==> src/rtl/cpu_types_pkg.sv <==
// Shared encodings for the memory arbiter: RAM port status and arbiter FSM states.
package cpu_types_pkg;

  typedef enum logic [1:0] {
    FREE   = 2'd0,
    BUSY   = 2'd1,
    ACCESS = 2'd2,
    ERROR  = 2'd3
  } ramstate_t;

  typedef enum logic [1:0] {
    IDLE = 2'd0,
    IACC = 2'd1,
    DACC = 2'd2
  } arb_state_t;

  localparam logic [1:0] ST_IDLE = 2'd0;
  localparam logic [1:0] ST_IACC = 2'd1;
  localparam logic [1:0] ST_DACC = 2'd2;

  localparam int WORD_W = 32;

endpackage

==> src/rtl/memory_arbiter_if.sv <==
// Bundle of the instruction, data and RAM-side signals around the memory arbiter.
interface memory_arbiter_if;
  import cpu_types_pkg::*;

  logic              iREN;
  logic [WORD_W-1:0] iaddr;
  logic              dREN;
  logic              dWEN;
  logic [WORD_W-1:0] daddr;
  logic [WORD_W-1:0] dstore;
  logic              iwait;
  logic              dwait;
  logic [WORD_W-1:0] iload;
  logic [WORD_W-1:0] dload;
  logic              ramREN;
  logic              ramWEN;
  logic [WORD_W-1:0] ramaddr;
  logic [WORD_W-1:0] ramstore;
  logic [WORD_W-1:0] ramload;
  logic [1:0]        ramstate;

  // Handshake: a requester holds its REN/WEN, address and store data steady
  // until its wait flag is sampled low; that cycle is the one and only
  // completion, and load data is valid only in that cycle.
  modport slave (
    input  iREN, iaddr, dREN, dWEN, daddr, dstore, ramload, ramstate,
    output iwait, dwait, iload, dload, ramREN, ramWEN, ramaddr, ramstore
  );

  modport master (
    output iREN, iaddr, dREN, dWEN, daddr, dstore, ramload, ramstate,
    input  iwait, dwait, iload, dload, ramREN, ramWEN, ramaddr, ramstore
  );
endinterface

==> src/rtl/arb_starve_counter.sv <==
// Counts data grants completed while an instruction fetch waits; flags starvation at STARVE_MAX.
module arb_starve_counter #(
  parameter int STARVE_MAX = 4
) (
  input  logic CLK,
  input  logic nRST,
  input  logic instr_req,
  input  logic instr_done,
  input  logic data_done,
  output logic starved
);
  localparam int CW = $clog2(STARVE_MAX + 1);

  logic [CW-1:0] count;

  always_ff @(posedge CLK or negedge nRST) begin
    if (!nRST) begin
      count <= '0;
    end else if (!instr_req || instr_done) begin
      count <= '0;
    end else if (data_done && count != CW'(STARVE_MAX)) begin
      count <= count + 1'b1;
    end
  end

  assign starved = (count == CW'(STARVE_MAX));
endmodule

==> src/rtl/memory_arbiter.sv <==
// Two-requester (instruction/data) arbiter onto a single RAM port; data wins by default.
// Optional fairness guard enabled with `define ARB_STARVE_GUARD_EN.
module memory_arbiter
  import cpu_types_pkg::*;
#(
  parameter int STARVE_MAX = 4
) (
  input  logic                CLK,
  input  logic                nRST,
  memory_arbiter_if.slave     bus,
  output logic [1:0]          state
);
  logic [1:0]        state_q, state_d;
  logic [WORD_W-1:0] addr_q, addr_d;
  logic [WORD_W-1:0] store_q, store_d;
  logic              ren_q, ren_d;
  logic              wen_q, wen_d;
  logic              dreq, access, active;
  logic              i_done, d_done, starved;

  assign dreq   = bus.dREN | bus.dWEN;
  assign access = (bus.ramstate == ACCESS);
  assign active = (state_q != ST_IDLE);
  // A completion needs the owner still requesting; a dropped request aborts instead.
  assign i_done = (state_q == ST_IACC) && bus.iREN && access;
  assign d_done = (state_q == ST_DACC) && dreq && access;

  always_comb begin
    state_d = state_q;
    addr_d  = addr_q;
    store_d = store_q;
    ren_d   = ren_q;
    wen_d   = wen_q;
    case (state_q)
      ST_IDLE: begin
        if (bus.iREN && (starved || !dreq)) begin
          state_d = ST_IACC;
          addr_d  = bus.iaddr;
          store_d = '0;
          ren_d   = 1'b1;
          wen_d   = 1'b0;
        end else if (dreq) begin
          state_d = ST_DACC;
          addr_d  = bus.daddr;
          store_d = bus.dstore;
          ren_d   = ~bus.dWEN;
          wen_d   = bus.dWEN;
        end
      end
      ST_IACC: if (!bus.iREN || access) state_d = ST_IDLE;
      ST_DACC: if (!dreq || access) state_d = ST_IDLE;
      default: state_d = ST_IDLE;
    endcase
  end

  always_ff @(posedge CLK or negedge nRST) begin
    if (!nRST) begin
      state_q <= ST_IDLE;
      addr_q  <= '0;
      store_q <= '0;
      ren_q   <= 1'b0;
      wen_q   <= 1'b0;
    end else begin
      state_q <= state_d;
      addr_q  <= addr_d;
      store_q <= store_d;
      ren_q   <= ren_d;
      wen_q   <= wen_d;
    end
  end

`ifdef ARB_STARVE_GUARD_EN
  arb_starve_counter #(
    .STARVE_MAX (STARVE_MAX)
  ) u_starve (
    .CLK        (CLK),
    .nRST       (nRST),
    .instr_req  (bus.iREN),
    .instr_done (i_done),
    .data_done  (d_done),
    .starved    (starved)
  );
`else
  assign starved = 1'b0;
`endif

  // The RAM only ever sees the latched request, never the live inputs.
  assign bus.ramREN   = active & ren_q;
  assign bus.ramWEN   = active & wen_q;
  assign bus.ramaddr  = active ? addr_q  : '0;
  assign bus.ramstore = active ? store_q : '0;

  assign bus.iwait = ~i_done;
  assign bus.dwait = ~d_done;
  assign bus.iload = i_done ? bus.ramload : '0;
  assign bus.dload = d_done ? bus.ramload : '0;

  assign state = state_q;
endmodule

==> src/flat_wrapper.sv <==
// flat-port wrapper written by rule: the top's interface ports become plain ports
module memory_arbiter_flat import cpu_types_pkg::*;
#(
  parameter int STARVE_MAX = 4
)
  (CLK, nRST, state, bus_iREN, bus_iaddr, bus_dREN, bus_dWEN, bus_daddr, bus_dstore, bus_ramload, bus_ramstate, bus_iwait, bus_dwait, bus_iload, bus_dload, bus_ramREN, bus_ramWEN, bus_ramaddr, bus_ramstore);
  memory_arbiter_if bus_i ();
  input  logic CLK;
  input  logic nRST;
  output logic [1:0] state;
  input wire logic [$bits(bus_i.iREN)-1:0] bus_iREN;
  input wire logic [$bits(bus_i.iaddr)-1:0] bus_iaddr;
  input wire logic [$bits(bus_i.dREN)-1:0] bus_dREN;
  input wire logic [$bits(bus_i.dWEN)-1:0] bus_dWEN;
  input wire logic [$bits(bus_i.daddr)-1:0] bus_daddr;
  input wire logic [$bits(bus_i.dstore)-1:0] bus_dstore;
  input wire logic [$bits(bus_i.ramload)-1:0] bus_ramload;
  input wire logic [$bits(bus_i.ramstate)-1:0] bus_ramstate;
  output wire logic [$bits(bus_i.iwait)-1:0] bus_iwait;
  output wire logic [$bits(bus_i.dwait)-1:0] bus_dwait;
  output wire logic [$bits(bus_i.iload)-1:0] bus_iload;
  output wire logic [$bits(bus_i.dload)-1:0] bus_dload;
  output wire logic [$bits(bus_i.ramREN)-1:0] bus_ramREN;
  output wire logic [$bits(bus_i.ramWEN)-1:0] bus_ramWEN;
  output wire logic [$bits(bus_i.ramaddr)-1:0] bus_ramaddr;
  output wire logic [$bits(bus_i.ramstore)-1:0] bus_ramstore;
  assign bus_i.iREN = bus_iREN;
  assign bus_i.iaddr = bus_iaddr;
  assign bus_i.dREN = bus_dREN;
  assign bus_i.dWEN = bus_dWEN;
  assign bus_i.daddr = bus_daddr;
  assign bus_i.dstore = bus_dstore;
  assign bus_i.ramload = bus_ramload;
  assign bus_i.ramstate = bus_ramstate;
  assign bus_iwait = bus_i.iwait;
  assign bus_dwait = bus_i.dwait;
  assign bus_iload = bus_i.iload;
  assign bus_dload = bus_i.dload;
  assign bus_ramREN = bus_i.ramREN;
  assign bus_ramWEN = bus_i.ramWEN;
  assign bus_ramaddr = bus_i.ramaddr;
  assign bus_ramstore = bus_i.ramstore;
  memory_arbiter #(.STARVE_MAX(STARVE_MAX)) u_core (.CLK(CLK), .nRST(nRST), .bus(bus_i), .state(state));
endmodule
==> config.mk <==
export PLATFORM = sky130hd
export DESIGN_NAME = memory_arbiter_flat
export DESIGN_NICKNAME = d
export VERILOG_FILES = /design/src/rtl/cpu_types_pkg.sv /design/src/rtl/memory_arbiter_if.sv /design/src/rtl/arb_starve_counter.sv /design/src/rtl/memory_arbiter.sv /design/src/flat_wrapper.sv
export SDC_FILE = /design/constraint.sdc
export NUM_CORES = 1
export LEC_CHECK = 0
export CORE_UTILIZATION = 35
export DETAILED_ROUTE_END_ITERATION = 10
export GPL_ROUTABILITY_DRIVEN = 0
export HOLD_SLACK_MARGIN = 0.12
export PLACE_DENSITY = 0.94
export SYNTH_ARGS = -nofsm -noshare
export SYNTH_HDL_FRONTEND = slang
export SYNTH_SLANG_ARGS = --single-unit
==> constraint.sdc <==
create_clock -name CLK -period 4.4 [get_ports CLK]
set_input_delay 0.66 -clock CLK [delete_from_list [all_inputs] [get_ports CLK]]
set_output_delay 0.66 -clock CLK [all_outputs]
set_load 0.005 [all_outputs]
==> impl_metrics.csv <==
group,metric,value,unit
outcome,outcome,"completed",
die,core-area,9910,um2
cts,worst_setup_hold_path_clk_slew,0.08,ns
critical_path,worstSetupStartpointType,"primary input",
cells_and_area,antenna-diode-count,0,
yosys,synth.avg_cell_area,10.44,um2
route,routed_wire_length_per_instance,18.29,um
yosys,synth_area,3633,um2
route,firstDrtPassIters,4,
sta,drv_slew,0,
pwr,worst_vdd_ir,0.0001782,V
route,num_vias,3734,
cells_and_area,layout.cells.non_filler,739,
cells_and_area,num-fill-cells,761,
critical_path,cp_data_arrival_time,2.89,ns
die,chipWidth,103.9,um
route,remaining_drc_errors,0,
yosys,synth-warning-count,0,
placed_design,place_area,6391,um2
cts,holdBufCountCts,0,
cts,htree_num_levels,3,
yosys,synth-seq-area-share,46.83,%
cts,postCtsSetupBuffers,0,
min_path,timing.hold.worst.class,"in -> async",
critical_path,critical_path.cell_chain,"clkdlybuf4s50_1, nor2b_1, and4b_1, and2_1, clkdlybuf4s50_1",
sta,max_slew.worst_pin.slew,1.112,ns
cts,cts_buffer_depth,2,
route,totalWireLength,13520,um
critical_path,cp.required,3.74,ns
critical_path,max_stage_delay,0.78,ns
global_route,globalRouteOverflowTotal,0,
die,effective_utilization_at_floorplan,36.67,%
cells_and_area,mostFrequentLayoutCell,"sky130_fd_sc_hd__clkdlybuf4s50_1",
sta,final_hold_vios,0,
sta,finalHoldWorstSlack,0.3184,ns
die,fp.dieArea,10790,um2
placed_design,count_of_input_and_output_buffers,268,
job,maxCapViolCount,0,
placed_design,detailedPlacementHpwl,10150,um
global_route,groute.usage.overall,25.11,%
sta,post-route-min-period,3.554,ns
critical_path,worst_path_most_repeated_cell,"sky130_fd_sc_hd__clkdlybuf4s50_1",
yosys,syn_nets,483,
pwr,design_power_total,2.032,mW
sta,worst_clock_skew,0.009344,ns
cts,master_cell_of_the_clock_root_buffer,"sky130_fd_sc_hd__clkbuf_8",
placed_design,dp.cells,724,
yosys,yosys_register_bits,68,
cells_and_area,mostFrequentLayoutCells,"sky130_fd_sc_hd__clkdlybuf4s50_1 (267), sky130_fd_sc_hd__and2_1 (129), sky130_fd_sc_hd__dfrtp_1 (68)",
critical_path,cpMaxStageDelayCell,"sky130_fd_sc_hd__and4b_1",
route,vias_per_cell,5.053,
global_route,largest_net_degree_at_the_start_of_global_routing,78,
die,num_io_pins,269,
critical_path,crit_path_max_fanout,33,
sta,grt_setup_unrepaired,"no",
cts,cts_repair_resize_count,0,
yosys,unique_masters_post_synth,26,
cells_and_area,drive_above_1_share,5.446,%
pwr,power.density_cell_area,308.3,nW/um2
sta,final_critical_path_setup_slack,0.8461,ns
cts,clock-sinks,68,
sta,setup_tns,0,ns
cells_and_area,fin_nets,737,
critical_path,path_buf_inv,2,
die,placement_rows,36,
cells_and_area,post_layout_utilization_of_the_core,66.50,%
global_route,grt_antenna_before_repair,0,
cells_and_area,stdcell_area,6590,um2
route,antenna_violating_nets_post_route,0,
cts,insertion_delay,0.34,ns
global_route,grt_pass1_vias,3999,
critical_path,path_delay_family,"simple AND/OR/NAND/NOR gates",
cts,tritoncts,"built",
sta,timing.max_slew.rel_slack,25.84,%
sta,fmax_achieved,281.4,MHz
route,drtIter0Drc,171,
pwr,power.static_leakage,2.743,nW
critical_path,worstSetupPathType,"in -> out",
sta,post-route-period-util,80.77,%
die,dieHeight,103.9,um
cells_and_area,area.growth.synth_to_final,81.37,%
critical_path,sort_of_element_at_the_end_of_the_critical_path,"primary output",
yosys,synthesis.instances,348,
global_route,global_route_wire_length_before_repair,21070,um
cts,numCtsBuffers,9,
sta,setup_viol,0,
placed_design,place_ws,0.8650,ns
-- flip-flops by register name, summed over array words and instances, names as in the netlist --
register,cells
u_core.store_q,32
u_core.ren_q,1
u_core.wen_q,1
u_core.addr_q,32
u_core.state,2
-- cells in the mapped netlist --
master / instances / share of area [%]
sky130_fd_sc_hd__and2_1: 129 / 22
sky130_fd_sc_hd__o221a_2: 1 / 0.31
sky130_fd_sc_hd__a22o_1: 32 / 7.7
sky130_fd_sc_hd__o221a_1: 10 / 3.1
sky130_fd_sc_hd__dfrtp_1: 68 / 47
sky130_fd_sc_hd__a221o_1: 21 / 5.8
sky130_fd_sc_hd__nand2b_1: 1 / 0.17
sky130_fd_sc_hd__nor2_2: 1 / 0.17
sky130_fd_sc_hd__or2_1: 2 / 0.34
sky130_fd_sc_hd__and3_1: 21 / 3.6
sky130_fd_sc_hd__o21a_1: 1 / 0.21
sky130_fd_sc_hd__nor3_1: 1 / 0.14
sky130_fd_sc_hd__inv_1: 3 / 0.31
sky130_fd_sc_hd__buf_2: 12 / 1.7
sky130_fd_sc_hd__mux2i_1: 1 / 0.28
sky130_fd_sc_hd__buf_6: 2 / 0.62
sky130_fd_sc_hd__or3_4: 1 / 0.31
sky130_fd_sc_hd__and4b_1: 1 / 0.28
sky130_fd_sc_hd__and4bb_2: 1 / 0.34
sky130_fd_sc_hd__clkbuf_1: 19 / 2.0
sky130_fd_sc_hd__or3_1: 11 / 1.9
sky130_fd_sc_hd__mux2_2: 1 / 0.31
sky130_fd_sc_hd__o21ai_4: 1 / 0.45
sky130_fd_sc_hd__nor2_1: 4 / 0.41
sky130_fd_sc_hd__nor2b_1: 1 / 0.17
sky130_fd_sc_hd__a211oi_1: 2 / 0.41
-- worst paths after layout --
check | start | to | slack [ns] | cells after the start
worst min-delay path | nRST | u_core.store_q[24] | 0.32 | 1
min in group CLK | u_core.store_q[9] | u_core.store_q[9] | 0.50 | 1
worst max register to register | u_core.state[0] | u_core.store_q[15] | 2.20 | 4
max in group asynchronous | nRST | u_core.addr_q[22] | 3.10 | 2
worst min register to register | u_core.store_q[9] | u_core.store_q[9] | 0.50 | 1
worst max-delay path | bus_ramstate[1] | bus_dload[15] | 0.85 | 5
-- report_power, final --
group	switching, mW	internal, mW	total (mW)	leakage (nW)
Combinational	0.242	0.460	0.702	1.82
Sequential	0.0696	0.749	0.819	0.828
Clock	0.235	0.276	0.511	0.0910
-- cells by family (layout without fill, tap and decap cells) --
logic type             Yosys count  count (layout)  synth area share [%]
buffers and inverters           36             294                 4.545
and+or+nand+nor                174             174                 30.06
DFF                             68              68                 46.83
muxes                            2               2                0.5854
AOI/OAI and AO/OA               68              68                 17.98
-- worst reg2reg max path, stage by stage (launching register included) --
cell	delay (ns)
sky130_fd_sc_hd__dfrtp_1	0.52
sky130_fd_sc_hd__or2_2	0.92
sky130_fd_sc_hd__nor2_2	0.08
sky130_fd_sc_hd__buf_4	0.27
sky130_fd_sc_hd__a22o_1	0.29
-- metal layers --
layer  vias to the layer above  wire [um]  track usage [%]
li1                       1737          -                -
met4                         0        439            10.10
met2                       171       6949            44.52
met1                      1794       5272            28.31
met3                        32        854            7.080
met5                         -          0                0
-- area by class of cell --
type / instances / area (um2) / share of cell area [%]
repair buffers: 276 / 2738 / 41.54
multi-input cells: 244 / 1774 / 26.92
flip-flops and latches: 68 / 1702 / 25.82
well taps: 133 / 166.4 / 2.525
clock buffers: 10 / 137.6 / 2.088
clock inverters: 5 / 61.31 / 0.9303
inverters: 3 / 11.26 / 0.1709
(Power assumes the default switching activity.)
